### src/rtl/pwr_seq_pkg.sv
// Shared types for the isolation/power sequencer: state encoding used by
// the controller, the PMU model and bench scoreboards.
package pwr_seq_pkg;

  typedef enum logic [2:0] {
    ON      = 3'd0,
    ISO     = 3'd1,
    SAVE    = 3'd2,
    PSW_OFF = 3'd3,
    OFF     = 3'd4,
    PSW_ON  = 3'd5,
    RESTORE = 3'd6,
    UNISO   = 3'd7
  } pwr_state_e;

endpackage

### src/rtl/iso_pwr_seq_ctrl.sv
// Power-sequencing controller for one switchable domain.
// Down: isolate -> save retention -> switch off. Up: switch on -> restore -> de-isolate.
//
// state   | meaning
// --------+------------------------------------------------------------
// ON      | domain powered, outputs unclamped
// ISO     | clamps asserted, waiting ISO_SETUP cycles for settle
// SAVE    | one-cycle retention save pulse; sequence committed
// PSW_OFF | switch released, waiting for power-good to drop
// OFF     | domain off and isolated, sleep_ack high
// PSW_ON  | switch enabled, waiting for power-good
// RESTORE | one-cycle retention restore pulse (suppressed after a failed power-down)
// UNISO   | clamps held ISO_HOLD cycles before release
module iso_pwr_seq_ctrl
  import pwr_seq_pkg::*;
#(
  parameter int ISO_SETUP   = 2,
  parameter int ISO_HOLD    = 2,
  parameter int ACK_TIMEOUT = 64,
  parameter int CNT_W       = 8
) (
  input  logic clk,
  input  logic rst,
  input  logic sleep_req,
  output logic sleep_ack,
  output logic iso_en,
  output logic save,
  output logic restore,
  output logic pwr_sw_en,
  input  logic pwr_sw_ack,
  output logic timeout_err
);

  localparam logic [CNT_W-1:0] SETUP_LAST = CNT_W'(ISO_SETUP - 1);
  localparam logic [CNT_W-1:0] HOLD_LAST  = CNT_W'(ISO_HOLD - 1);
  localparam logic [CNT_W-1:0] ACK_LAST   = CNT_W'(ACK_TIMEOUT - 1);
  localparam logic [CNT_W-1:0] TMR_MAX    = '1;

  pwr_state_e       state_q, state_d;
  logic [CNT_W-1:0] timer_q, timer_d;
  logic             skip_restore_q, skip_restore_d;
  logic             err_d;
  logic             iso_en_d, save_d, restore_d, pwr_sw_en_d, sleep_ack_d;

  // Next-state, timer and registered-output decode.
  always_comb begin
    state_d        = state_q;
    skip_restore_d = skip_restore_q;
    err_d          = timeout_err;

    case (state_q)
      ON: begin
        if (sleep_req) state_d = ISO;
      end
      ISO: begin
        if (!sleep_req)                 state_d = UNISO;
        else if (timer_q >= SETUP_LAST) state_d = SAVE;
      end
      SAVE: begin
        state_d        = PSW_OFF;
        skip_restore_d = 1'b0;
      end
      PSW_OFF: begin
        if (!pwr_sw_ack) begin
          state_d = OFF;
        end else if (timer_q >= ACK_LAST) begin
          // Switch never let go: the domain kept its state, so come back
          // up without restoring over it.
          state_d        = PSW_ON;
          err_d          = 1'b1;
          skip_restore_d = 1'b1;
        end
      end
      OFF: begin
        if (!sleep_req) state_d = PSW_ON;
      end
      PSW_ON: begin
        if (pwr_sw_ack) begin
          state_d = RESTORE;
        end else if (timer_q >= ACK_LAST) begin
          state_d = OFF;
          err_d   = 1'b1;
        end
      end
      RESTORE: begin
        state_d = UNISO;
      end
      UNISO: begin
        if (timer_q >= HOLD_LAST) begin
          state_d        = ON;
          skip_restore_d = 1'b0;
        end
      end
      default: state_d = ON;
    endcase

    if (state_d != state_q)    timer_d = '0;
    else if (timer_q == TMR_MAX) timer_d = timer_q;
    else                       timer_d = timer_q + 1'b1;

    iso_en_d    = (state_d != ON);
    pwr_sw_en_d = (state_d != PSW_OFF) && (state_d != OFF);
    save_d      = (state_d == SAVE);
    restore_d   = (state_d == RESTORE) && !skip_restore_d;
    sleep_ack_d = (state_d == OFF);
  end

  // State, timer and output registers; reset leaves the domain powered.
  always_ff @(posedge clk) begin
    if (rst) begin
      state_q        <= ON;
      timer_q        <= '0;
      skip_restore_q <= 1'b0;
      timeout_err    <= 1'b0;
      iso_en         <= 1'b0;
      pwr_sw_en      <= 1'b1;
      save           <= 1'b0;
      restore        <= 1'b0;
      sleep_ack      <= 1'b0;
    end else begin
      state_q        <= state_d;
      timer_q        <= timer_d;
      skip_restore_q <= skip_restore_d;
      timeout_err    <= err_d;
      iso_en         <= iso_en_d;
      pwr_sw_en      <= pwr_sw_en_d;
      save           <= save_d;
      restore        <= restore_d;
      sleep_ack      <= sleep_ack_d;
    end
  end

endmodule

### config.mk
export PLATFORM = sky130hd
export DESIGN_NAME = iso_pwr_seq_ctrl
export DESIGN_NICKNAME = d
export VERILOG_FILES = /design/src/rtl/pwr_seq_pkg.sv /design/src/rtl/iso_pwr_seq_ctrl.sv
export SDC_FILE = /design/constraint.sdc
export NUM_CORES = 1
export LEC_CHECK = 0
export CORE_MARGIN = 2
export CORE_UTILIZATION = 45
export CTS_CLUSTER_DIAMETER = 30
export DETAILED_ROUTE_END_ITERATION = 10
export MAX_ROUTING_LAYER = met4
export PLACE_DENSITY = 0.7
export SYNTH_ARGS = -nofsm -noshare
export SYNTH_HDL_FRONTEND = slang
export SYNTH_SLANG_ARGS = --single-unit
export TNS_END_PERCENT = 5
### constraint.sdc
create_clock -name clk -period 5.4 [get_ports clk]
set_input_delay 1.08 -clock clk [delete_from_list [all_inputs] [get_ports clk]]
set_output_delay 1.08 -clock clk [all_outputs]
set_load 0.05 [all_outputs]
==> results of run 1 <==
[cell type report]
| type | count | area, um^2 | share of cell area (%) |
|---|---|---|---|
| clock buffer | 4 | 36.3 | 2.93 |
| multi-input combinational | 101 | 697 | 56.3 |
| sequential | 18 | 360 | 29.1 |
| tap | 28 | 35.0 | 2.83 |
| inverter | 5 | 18.8 | 1.52 |
| timing repair buffer | 9 | 90.1 | 7.28 |
[cells in the mapped netlist, types with 2 or more instances]
cell | count | area, um^2
a211oi_1 | 2 | 15.0
buf_2 | 2 | 10.0
o31ai_1 | 2 | 15.0
o21ai_0 | 6 | 30.0
or4_4 | 2 | 22.5
nor2b_1 | 4 | 25.0
a21oi_1 | 5 | 25.0
a211oi_2 | 2 | 25.0
mux2i_1 | 2 | 20.0
and2_1 | 2 | 12.5
nand3_1 | 5 | 25.0
a31oi_1 | 2 | 12.5
nand3b_1 | 2 | 15.0
and3_1 | 6 | 37.5
nand2_1 | 8 | 30.0
clkbuf_1 | 2 | 7.51
inv_1 | 5 | 18.8
o41a_1 | 2 | 22.5
nor2_1 | 15 | 56.3
nor3_2 | 2 | 20.0
nor3_1 | 3 | 15.0
ha_1 | 3 | 37.5
nand2b_1 | 5 | 31.3
dfxtp_1 | 18 | 360
[cell families (layout without fill, tap and decap cells)]
logic type,count (synthesis),after routing
AO/OA/AOI/OAI,31,31
XOR/XNOR,2,2
adder cells (fa/ha/maj),3,3
buffers and inverters,9,18
flip-flops,18,18
multiplexers,2,2
AND/OR/NAND/NOR,63,63
[worst reg2reg max path: cells and delay by family, from the launching register on]
kind | cells | cell delay (ns)
compound gates | 4 | 1.14
flops | 1 | 0.43
buf+inv | 1 | 0.07
simple gates | 1 | 0.23
fa+ha+maj | 1 | 0.21
[state kept, by name, indices dropped and copies added (netlist names)]
register        count
iso_en              1
pwr_sw_en           1
restore             1
save                1
skip_restore_q      1
sleep_ack           1
state_q             3
timeout_err         1
timer_q             8
[where the power goes]
group          switching [mW]  internal, mW
Clock                  0.0431        0.0412
Sequential             0.0460         0.158
Combinational           0.162         0.120
Total                   0.251         0.319
[per-layer routing]
layer | global-route usage, % | wire length, um | vias to the layer above
met5 | - | 0 | -
met4 | 8.55 | 35 | 0
met3 | 5.08 | 122 | 5
met2 | 31.5 | 1150 | 31
met1 | 23.2 | 1000 | 481
li1 | - | - | 490
[metrics by stage]
step	cells	cell area, um^2	worst slack [ns]	utilization (%)
2_1_floorplan	128	1090	3.11	-
3_3_place_gp	161	1200	2.52	53.3
3_5_place_dp	161	1200	2.40	53.3
4_1_cts	165	1240	2.71	54.9
5_1_grt	165	1240	2.55	54.9
6_report	165	1240	2.68	54.9
[worst max-delay path by stage]
stage	from	endpoint	cells past startpoint
4_1_cts	pwr_sw_ack	restore$_SDFF_PP0_	6
6_report	pwr_sw_ack	restore$_SDFF_PP0_	6
3_5_place_dp	pwr_sw_ack	restore$_SDFF_PP0_	6
3_3_place_gp	pwr_sw_ack	restore$_SDFF_PP0_	6
2_1_floorplan	pwr_sw_ack	iso_en$_SDFF_PP0_	4
5_1_grt	pwr_sw_ack	restore$_SDFF_PP0_	6
==> results by group, run 1 <==
Run status
  • Status: finished, final reports clean

Setup path
  • Family with the most delay on the worst path: compound AO/OA/AOI/OAI gates
  • Worst path required time: 5.60 ns
  • Critical path peak fanout: 6
  • Worst path max stage delay: between 0.5 and 0.6 ns
  • Reg2reg setup slack: approximately 3.2 ns
  • CP max-delay cell: clkdlybuf4s50_1
  • Crit-path cells: clkdlybuf4s50_1 > nand3b_1 > a211oi_1 > a211o_1 > nor2_1 > nor4b_1
  • Classification of the worst setup path: in -> reg
  • Worst Path Buf+Inv: 1
  • CP Capture Type: register
  • R2R cell count: 7
  • Startpoint Class: input port
  • Worst r2r src: timer_q[0]$_SDFFE_PP0P_
  • Worst Path Arrival: 2.92 ns
  • Worst reg2reg endpoint: iso_en$_SDFF_PP0_

Finish
  • # fillers: 229
  • Most common cell after layout, fill and taps aside: dfxtp_1
  • # nets final: between 100 and 150
  • Most frequent cells in the layout: 18 x dfxtp_1, 15 x nor2_1, 9 x clkdlybuf4s50_1, 8 x nand2_1
  • Share of cells above drive strength 1: 12.4%
  • P&R area growth vs syn: 13.2%
  • N_diodes: 0

Worst hold path
  • Hold Path Cell Cnt: 2
  • Min-Delay Endpoint: timeout_err$_SDFFE_PP0P_
  • Min-delay worst type: reg -> reg
  • Hold Startpoint: timeout_err$_SDFFE_PP0P_

Clock network
  • Clk buf depth: 2
  • Worst skew pair latency: approximately 0.30 ns
  • Worst-path clk slew: 0.10 ns
  • H-tree Lvls: 1
  • CTS Root Cell: clkbuf_4
  • Post-CTS Setup Bufs: 0
  • Clk sinks: 18
  • Resized Gates After CTS: 0
  • CTS tree: done
  • Num CTS Buffers: 3
  • Hold Buf Count CTS: 0

Routing
  • Routed Antenna Nets: 0
  • Detailed Routing Iterations Pass 1: 4
  • Via/cell ratio: 6.10
  • Initial DRC Count: 49
  • Routed vias: 1007
  • DRC viols: 0
  • Routed WL: approximately 2.3 mm
  • Avg WL per Cell: 14.0 um

Floorplan
  • Die ar.: 2840 um^2
  • Die H: 53.3 um
  • DIE WIDTH: roughly 53 um
  • Row cnt: 17
  • Initial core utilization: 48.5%
  • Core Footprint: 2250 um^2
  • IO Count: 10

Global route
  • Largest net degree at the start of global routing: 18
  • Total congestion overflow: 0
  • Vias in the first global route: slightly below 900
  • First-pass GRT wire length: roughly 3.9 mm
  • GRT Overall Usage: 19.7%
  • Initial antenna violation count: 0

Yosys
  • Ys flop type: dfxtp_1
  • Syn Inst Count: 128
  • FF+latch count, synth: 18
  • Synth warn: 0
  • Largest family of logic cells by synthesized area: simple AND/OR/NAND/NOR gates
  • Post-Synth Adder-Cell Area: between 3 and 4%
  • Xor/xnor share of the synthesized area: 1.60%
  • Post-synth EDFFs: 0
  • Ys async rst share: 0%
  • Post-synth net total: 135
  • Seq/Total Area, Yosys: 33.0%
  • Multiplexer share of the synthesized area: about 1.8%
  • Compound-Gate Fraction of Synth Area: between 20% and 30%
  • Synthesized area: 1090 um^2
  • Syn avg cell area: 8.54 um^2
  • Area fraction in and, or, nand and nor cells after synthesis: 34.8%
  • Post-synth cell types: 45

STA
  • Setup TNS Final: 0 ns
  • Max Freq: about 370 MHz
  • Final hold violation count: 0
  • Worst-margin pin slew: 0.507 ns
  • Final Max Tran Viols: 0
  • Final period utilization: 50.3%
  • Crit path time final: 2.72 ns
  • Max-slew headroom: 66.1%
  • Hold slack: 0.481 ns
  • RSZ-0062 raised after global routing: false
  • # setup viols final: 0
  • Worst Clk Skew: approximately 0.0028 ns

Job
  • Max Cap Violations: 0

Place
  • Post-DP HPWL: 1.75 mm
  • GPL Wtd Cong: between 0.9 and 1
  • Port Buf Inserts: 9

Pwr
  • Max rail drop VDD: 324 uV
  • Leakage: around 0.46 nW
  • Pwr dens: 460 nW/um^2
  • Total design power: 570 uW
Power figures use the tool's default switching activity.
==> run 2, diff against run 1 <==
--- a/config.mk
+++ b/config.mk
@@ -10,7 +10,7 @@
 export CTS_CLUSTER_DIAMETER = 30
 export DETAILED_ROUTE_END_ITERATION = 10
 export MAX_ROUTING_LAYER = met4
-export PLACE_DENSITY = 0.7
+export PLACE_DENSITY = 0.72
 export SYNTH_ARGS = -nofsm -noshare
 export SYNTH_HDL_FRONTEND = slang
 export SYNTH_SLANG_ARGS = --single-unit
==> constraint.sdc (replaced) <==
create_clock -name clk -period 2.4 [get_ports clk]
set_input_delay 0.48 -clock clk [delete_from_list [all_inputs] [get_ports clk]]
set_output_delay 0.48 -clock clk [all_outputs]
set_load 0.05 [all_outputs]
==> run 2 against run 1 <==
Setup slack got worse by 2.4 ns. Critical path type is now reg -> reg. Non-clock buffer count rose by 2. Die area did not move.
==> results by group, run 2 (synthesis gave the netlist of run 1 again) <==
Routing
  • Routed WL: 2.37 mm (was 2.31 mm)
  • Routed vias: 976 (was 1007)
  • Avg WL per Cell: 14.3 um (was 14.0 um)
  • Routed Antenna Nets: 0 (unchanged)
  • Via/cell ratio: 5.88 (was 6.10)
  • Detailed Routing Iterations Pass 1: 4 (unchanged)
  • DRC viols: 0 (unchanged)
  • Initial DRC Count: 25 (was 49)

Global route
  • First-pass GRT wire length: 3.92 mm (was 3.93 mm)
  • Total congestion overflow: 0 (unchanged)
  • Largest net degree at the start of global routing: 18 (unchanged)
  • GRT Overall Usage: 19.2% (was 19.7%)
  • Vias in the first global route: 900 (was 894)
  • Initial antenna violation count: 0 (unchanged)

Clock network
  • Hold Buf Count CTS: 0 (unchanged)
  • CTS Root Cell: clkbuf_4 (unchanged)
  • Resized Gates After CTS: 0 (unchanged)
  • Worst skew pair latency: 0.29 ns (was 0.30 ns)
  • H-tree Lvls: 1 (unchanged)
  • CTS tree: done (unchanged)
  • Num CTS Buffers: 3 (unchanged)
  • Clk sinks: 18 (unchanged)
  • Clk buf depth: 2 (unchanged)
  • Worst-path clk slew: 0.09 ns (was 0.10 ns)
  • Post-CTS Setup Bufs: 0 (unchanged)

Finish
  • Post-Layout Cell Count: 166 (was 165)
  • N_diodes: 0 (unchanged)
  • # fillers: 223 (was 229)
  • Share of cells above drive strength 1: 13.0% (was 12.4%)
  • Max reg flops: 8 (unchanged)
  • Top flop regs: timer_q: 8 flops, state_q: 3 flops (unchanged)
  • Most common cell after layout, fill and taps aside: dfxtp_1 (unchanged)
  • Reg with most FFs: timer_q (unchanged)
  • # nets final: 147 (was 145)
  • P&R area growth vs syn: 13.3% (was 13.2%)
  • Most frequent cells in the layout: 18 x dfxtp_1, 15 x nor2_1, 9 x clkdlybuf4s50_1, 8 x nand2_1 (unchanged)
  • Post-route cell area: 1240 um^2 (about the same)

Setup path
  • Worst path required time: 2.58 ns (was 5.60 ns)
  • Startpoint Class: register (was input port)
  • CP max-delay cell: dfxtp_1 (was clkdlybuf4s50_1)
  • Worst reg2reg endpoint: iso_en$_SDFF_PP0_ (unchanged)
  • Classification of the worst setup path: reg -> reg (was in -> reg)
  • Worst r2r src: timer_q[0]$_SDFFE_PP0P_ (unchanged)
  • CP endpoint: iso_en$_SDFF_PP0_ (was restore$_SDFF_PP0_)
  • R2R cell count: 7 (unchanged)
  • Crit-path cells: inv_1 > ha_1 > or4b_1 > o21ai_0 > a311oi_1 > a31oi_2 > o41a_1 (was clkdlybuf4s50_1 > nand3b_1 > a211oi_1 > a211o_1 > nor2_1 > nor4b_1)
  • Critical path peak fanout: 5 (was 6)
  • Worst Path Arrival: 2.33 ns (was 2.92 ns)
  • Reg2reg setup slack: 0.25 ns (was 3.21 ns)
  • Critical path origin: timer_q[0]$_SDFFE_PP0P_ (was pwr_sw_ack)
  • CP Capture Type: register (unchanged)
  • Worst path max stage delay: 0.42 ns (was 0.57 ns)

STA
  • Final hold violation count: 0 (unchanged)
  • Crit path time final: 2.15 ns
  • RSZ-0062 raised after global routing: false (unchanged)
  • Worst Clk Skew: 0.000755 ns (was 0.00276 ns)
  • Final Max Tran Viols: 0 (unchanged)
  • Setup TNS Final: 0 ns (unchanged)
  • Worst-margin pin slew: 0.520 ns (was 0.507 ns)
  • Final period utilization: 89.6%
  • Max Freq: 465 MHz
  • Max-slew headroom: 65.3% (was 66.1%)
  • # setup viols final: 0 (unchanged)

Place
  • Post-DP HPWL: 1.75 mm (about the same)
  • GPL Wtd Cong: 0.849 (was 0.942)
  • Area after DPL: 1220 um^2 (was 1200 um^2)
  • Placed insts: 163 (was 161)
  • Port Buf Inserts: 9 (unchanged)

Pwr
  • Total design power: 1.28 mW (was 570 uW)
  • Leakage: 0.462 nW (was 0.459 nW)
  • Pwr dens: 1030 nW/um^2 (was 460 nW/um^2)
  • Max rail drop VDD: 633 uV (was 324 uV)

Job
  • Max Cap Violations: 0 (unchanged)

Worst hold path
  • Min-delay worst type: reg -> reg (unchanged)

Floorplan
  • Initial core utilization: 48.5% (unchanged)
  • Die H: 53.3 um (unchanged)
  • IO Count: 10 (unchanged)
  • Die ar.: 2840 um^2 (unchanged)
  • Row cnt: 17 (unchanged)
  • DIE WIDTH: 53.3 um (unchanged)
  • Core Footprint: 2250 um^2 (unchanged)

Run status
  • Status: finished, final reports clean (unchanged)
run 2: changes by cell type in the layout (fill, tap and decap cells not counted), sizes merged:
cell    previous run  this run
clkbuf             4         3
buf                0         2
run 2: worst max-delay path, delay by kind of cell, from the launching register on:
family,cells,cell delay (ns)
AO/OA/AOI/OAI,4,1.10
flip-flops,1,0.42
AND/OR/NAND/NOR,1,0.24
adder cells (fa/ha/maj),1,0.21
buffers and inverters,1,0.06
run 2: power breakdown:
| group | switching, mW | internal [mW] | leakage [nW] |
|---|---|---|---|
| clock | 0.0870 | 0.0583 | 0.0138 |
| combinational | 0.381 | 0.294 | 0.301 |
| sequential | 0.107 | 0.355 | 0.146 |
run 2: stage by stage:
stage	setup WS, ns	utilization, %	hold slack [ns]
final	0.249	54.9	0.491
after global routing	0.160	54.9	0.512
after CTS	0.260	54.9	0.496
after detailed placement	0.147	53.9	0.478
after global placement	0.175	53.9	0.455
after floorplan	0.435	-	0.441
run 2: how the worst min path moves through the flow:
stage	startpoint	to	slack (ns)	cells after the start
after global placement	timeout_err$_SDFFE_PP0P_	timeout_err$_SDFFE_PP0P_	0.45	2
final	timeout_err$_SDFFE_PP0P_	timeout_err$_SDFFE_PP0P_	0.49	2
after detailed placement	timeout_err$_SDFFE_PP0P_	timeout_err$_SDFFE_PP0P_	0.48	2
after global routing	timer_q[1]$_SDFFE_PP0P_	timer_q[1]$_SDFFE_PP0P_	0.51	2
after CTS	timer_q[1]$_SDFFE_PP0P_	timer_q[1]$_SDFFE_PP0P_	0.50	2
after floorplan	skip_restore_q$_SDFF_PP0_	skip_restore_q$_SDFF_PP0_	0.44	2
run 2: metal layers:
layer / up-vias / routed length [um] / track usage [%]
met1: 456 / 1100 / 22.8
met4: 0 / 23 / 5.56
met3: 5 / 105 / 5.37
li1: 492 / - / -
met2: 23 / 1150 / 31.7
met5: - / 0 / -
run 2: layout make-up:
cell class / count / area, um^2 / share of cell area, %
multi-input cells: 101 / 697 / 56.3
well taps: 28 / 35.0 / 2.83
clock buffers: 3 / 22.5 / 1.82
flip-flops and latches: 18 / 360 / 29.1
repair buffers: 11 / 105 / 8.48
inverters: 5 / 18.8 / 1.52
==> run 3, diff against run 2 <==
--- a/config.mk
+++ b/config.mk
@@ -9,6 +9,7 @@
 export CORE_UTILIZATION = 45
 export CTS_CLUSTER_DIAMETER = 30
 export DETAILED_ROUTE_END_ITERATION = 10
+export GPL_TIMING_DRIVEN = 0
 export MAX_ROUTING_LAYER = met4
 export PLACE_DENSITY = 0.72
 export SYNTH_ARGS = -nofsm -noshare
==> run 3 against run 2 <==
Hold slack got worse by 0.010 ns. Register-to-register slack got worse by 0.08 ns. Maximum frequency decreased by 3.4%. Routed wire length increased by 3.6%. Combinational power increased by 10%. Critical endpoint is now pwr_sw_en$_SDFF_PP1_.
==> results by group, run 3 (synthesis gave the netlist of run 1 again) <==
STA
  • RSZ-0062 raised after global routing: false (unchanged)
  • # setup viols final: 0 (unchanged)
  • Crit path time final: 2.23 ns (was 2.15 ns)
  • Max-slew headroom: 66.3% (was 65.3%)
  • Final Max Tran Viols: 0 (unchanged)
  • Worst-margin pin slew: 0.503 ns (was 0.520 ns)
  • Final period utilization: 92.8% (was 89.6%)
  • Final hold violation count: 0 (unchanged)
  • Max Freq: 449 MHz (was 465 MHz)
  • Worst Clk Skew: 0.00201 ns (was 0.000755 ns)
  • Min setup slack post-route: 0.173 ns (was 0.249 ns)

Clock network
  • Clk buf depth: 2 (unchanged)
  • Clk sinks: 18 (unchanged)
  • Worst-path clk slew: 0.11 ns (was 0.09 ns)
  • H-tree Lvls: 1 (unchanged)
  • Hold Buf Count CTS: 0 (unchanged)
  • CTS Root Cell: clkbuf_4 (unchanged)
  • Resized Gates After CTS: 0 (unchanged)
  • CTS tree: done (unchanged)
  • Post-CTS Setup Bufs: 0 (unchanged)
  • Worst skew pair latency: 0.29 ns (about the same)
  • Num CTS Buffers: 3 (unchanged)

Global route
  • Total congestion overflow: 0 (unchanged)
  • Initial antenna violation count: 0 (unchanged)
  • Vias in the first global route: 923 (was 900)
  • Largest net degree at the start of global routing: 11 (was 18)
  • GRT Overall Usage: 20.0% (was 19.2%)
  • First-pass GRT wire length: 4.07 mm (was 3.92 mm)

Floorplan
  • DIE WIDTH: 53.3 um (unchanged)
  • Die H: 53.3 um (unchanged)
  • Row cnt: 17 (unchanged)
  • Core Footprint: 2250 um^2 (unchanged)
  • Die ar.: 2840 um^2 (unchanged)
  • Initial core utilization: 48.5% (unchanged)
  • IO Count: 10 (unchanged)

Finish
  • Sequential cell area: 360 um^2 (unchanged)
  • Post-Layout Cell Count: 169 (was 166)
  • # fillers: 221 (was 223)
  • Most frequent cells in the layout: 18 x dfxtp_1, 15 x nor2_1, 9 x clkdlybuf4s50_1, 8 x nand2_1 (unchanged)
  • Area taken by multi-input logic gates: 703 um^2 (was 697 um^2)
  • N_diodes: 0 (unchanged)
  • Top flop regs: timer_q: 8 flops, state_q: 3 flops (unchanged)
  • Share of cells above drive strength 1: 14.2% (was 13.0%)
  • Reg with most FFs: timer_q (unchanged)
  • Most common cell after layout, fill and taps aside: dfxtp_1 (unchanged)
  • # nets final: 149 (was 147)
  • Max reg flops: 8 (unchanged)
  • P&R area growth vs syn: 15.3% (was 13.3%)

Setup path
  • Worst Path Buf+Inv: 1 (unchanged)
  • Worst path required time: 2.62 ns (was 2.58 ns)
  • Worst Path Arrival: 2.45 ns (was 2.33 ns)
  • Worst path max stage delay: 0.52 ns (was 0.42 ns)
  • Worst r2r src: timer_q[0]$_SDFFE_PP0P_ (unchanged)
  • Classification of the worst setup path: reg -> reg (unchanged)
  • CP max-delay cell: or4b_1 (was dfxtp_1)
  • Worst reg2reg endpoint: pwr_sw_en$_SDFF_PP1_ (was iso_en$_SDFF_PP0_)
  • Critical path peak fanout: 5 (unchanged)
  • CP Capture Type: register (unchanged)
  • Crit-path cells: inv_1 > ha_1 > or4b_1 > o21ai_0 > a311oi_2 > a31oi_2 > mux2i_1 (was inv_1 > ha_1 > or4b_1 > o21ai_0 > a311oi_1 > a31oi_2 > o41a_1)
  • Reg2reg setup slack: 0.17 ns (was 0.25 ns)
  • R2R cell count: 7 (unchanged)
  • Startpoint Class: register (unchanged)
  • Family with the most delay on the worst path: compound AO/OA/AOI/OAI gates (unchanged)

Place
  • GPL Wtd Cong: 0.955 (was 0.849)
  • Placed insts: 165 (was 163)
  • Post-DP HPWL: 1.81 mm (was 1.75 mm)
  • Port Buf Inserts: 9 (unchanged)
  • Post-Place Setup Slack: 0.00886 ns (was 0.147 ns)

Worst hold path
  • Min-delay worst type: reg -> reg (unchanged)
  • Hold Path Cell Cnt: 2 (unchanged)
  • Min-Delay Endpoint: timeout_err$_SDFFE_PP0P_ (unchanged)
  • Hold Startpoint: timeout_err$_SDFFE_PP0P_ (unchanged)

Job
  • Max Cap Violations: 0 (unchanged)

Pwr
  • Switch share: 44.5% (was 44.8%)
  • Max rail drop VDD: 785 uV (was 633 uV)
  • Leakage: 0.472 nW (was 0.462 nW)
  • Switching pwr: 592 uW (was 575 uW)
  • Total design power: 1.33 mW (was 1.28 mW)
  • Pwr dens: 1060 nW/um^2 (was 1030 nW/um^2)
  • Combinational share of power: 55.9% (was 52.6%)
  • Sequential power share: 29.9% (was 36.0%)
  • P_int: 740 uW (was 707 uW)
  • Clk pwr share: 14.2% (was 11.3%)

Routing
  • Avg WL per Cell: 14.5 um (was 14.3 um)
  • Via/cell ratio: 6.03 (was 5.88)
  • Initial DRC Count: 33 (was 25)
  • Routed vias: 1019 (was 976)
  • Routed Antenna Nets: 0 (unchanged)
  • Detailed Routing Iterations Pass 1: 4 (unchanged)
  • DRC viols: 0 (unchanged)
  • Routed WL: 2.46 mm (was 2.37 mm)

Run status
  • Status: finished, final reports clean (unchanged)
## run 3: changes by cell type in the layout (fill, tap and decap cells not counted)
cell	previous run	this run
clkbuf_8	0	1
a311oi_2	0	1
buf_4	2	0
clkbuf_1	0	2
a311oi_1	1	0
buf_2	0	2
## run 3: metal layers
metal	vias to the layer above	share of wire (%)	global-route usage (%)
li1	500	-	-
met1	484	47	24.4
met2	29	48	32.1
met4	0	2.1	8.55
met5	-	0	-
met3	6	3.6	3.67
## run 3: worst max path at each step
stage	start	endpoint	slack, ns	depth (start not counted)
2_1_floorplan	timer_q[0]$_SDFFE_PP0P_	iso_en$_SDFF_PP0_	0.44	7
3_3_place_gp	pwr_sw_ack	restore$_SDFF_PP0_	-0.02	6
3_5_place_dp	pwr_sw_ack	restore$_SDFF_PP0_	0.009	6
4_1_cts	timer_q[0]$_SDFFE_PP0P_	iso_en$_SDFF_PP0_	0.15	7
5_1_grt	timer_q[0]$_SDFFE_PP0P_	pwr_sw_en$_SDFF_PP1_	0.06	7
6_report	timer_q[0]$_SDFFE_PP0P_	pwr_sw_en$_SDFF_PP1_	0.17	7
## run 3: power groups by stage
stage	combinational (mW)	sequential, mW	clock [mW]
after floorplan	0.497	0.463	0
after global placement	0.706	0.401	0
after detailed placement	0.720	0.406	0
after CTS	0.733	0.398	0.194
after global routing	0.818	0.404	0.203
final	0.745	0.398	0.190
## run 3: through the flow
stage	hold WS, ns	utilization [%]	setup TNS (ns)	cell area (um^2)
after floorplan	0.441	-	0	1090
after global placement	0.455	54.1	-0.0181	1220
after detailed placement	0.467	54.1	0	1220
after CTS	0.492	55.7	0	1250
after global routing	0.528	55.9	0	1260
final	0.481	55.9	0	1260
## run 3: worst min-delay path: cells and delay by family (launching register included)
family | cells | cell delay (ns)
flip-flops | 1 | 0.34
AND/OR/NAND/NOR | 1 | 0.07
AO/OA/AOI/OAI | 1 | 0.04
## run 3: cell type report
class | instances | share of cell area [%]
multi-input cells | 101 | 55.8
flip-flops and latches | 18 | 28.6
well taps | 28 | 2.78
clock buffers | 4 | 2.88
inverters | 5 | 1.49
plain buffers | 4 | 1.39
repair buffers | 9 | 7.14
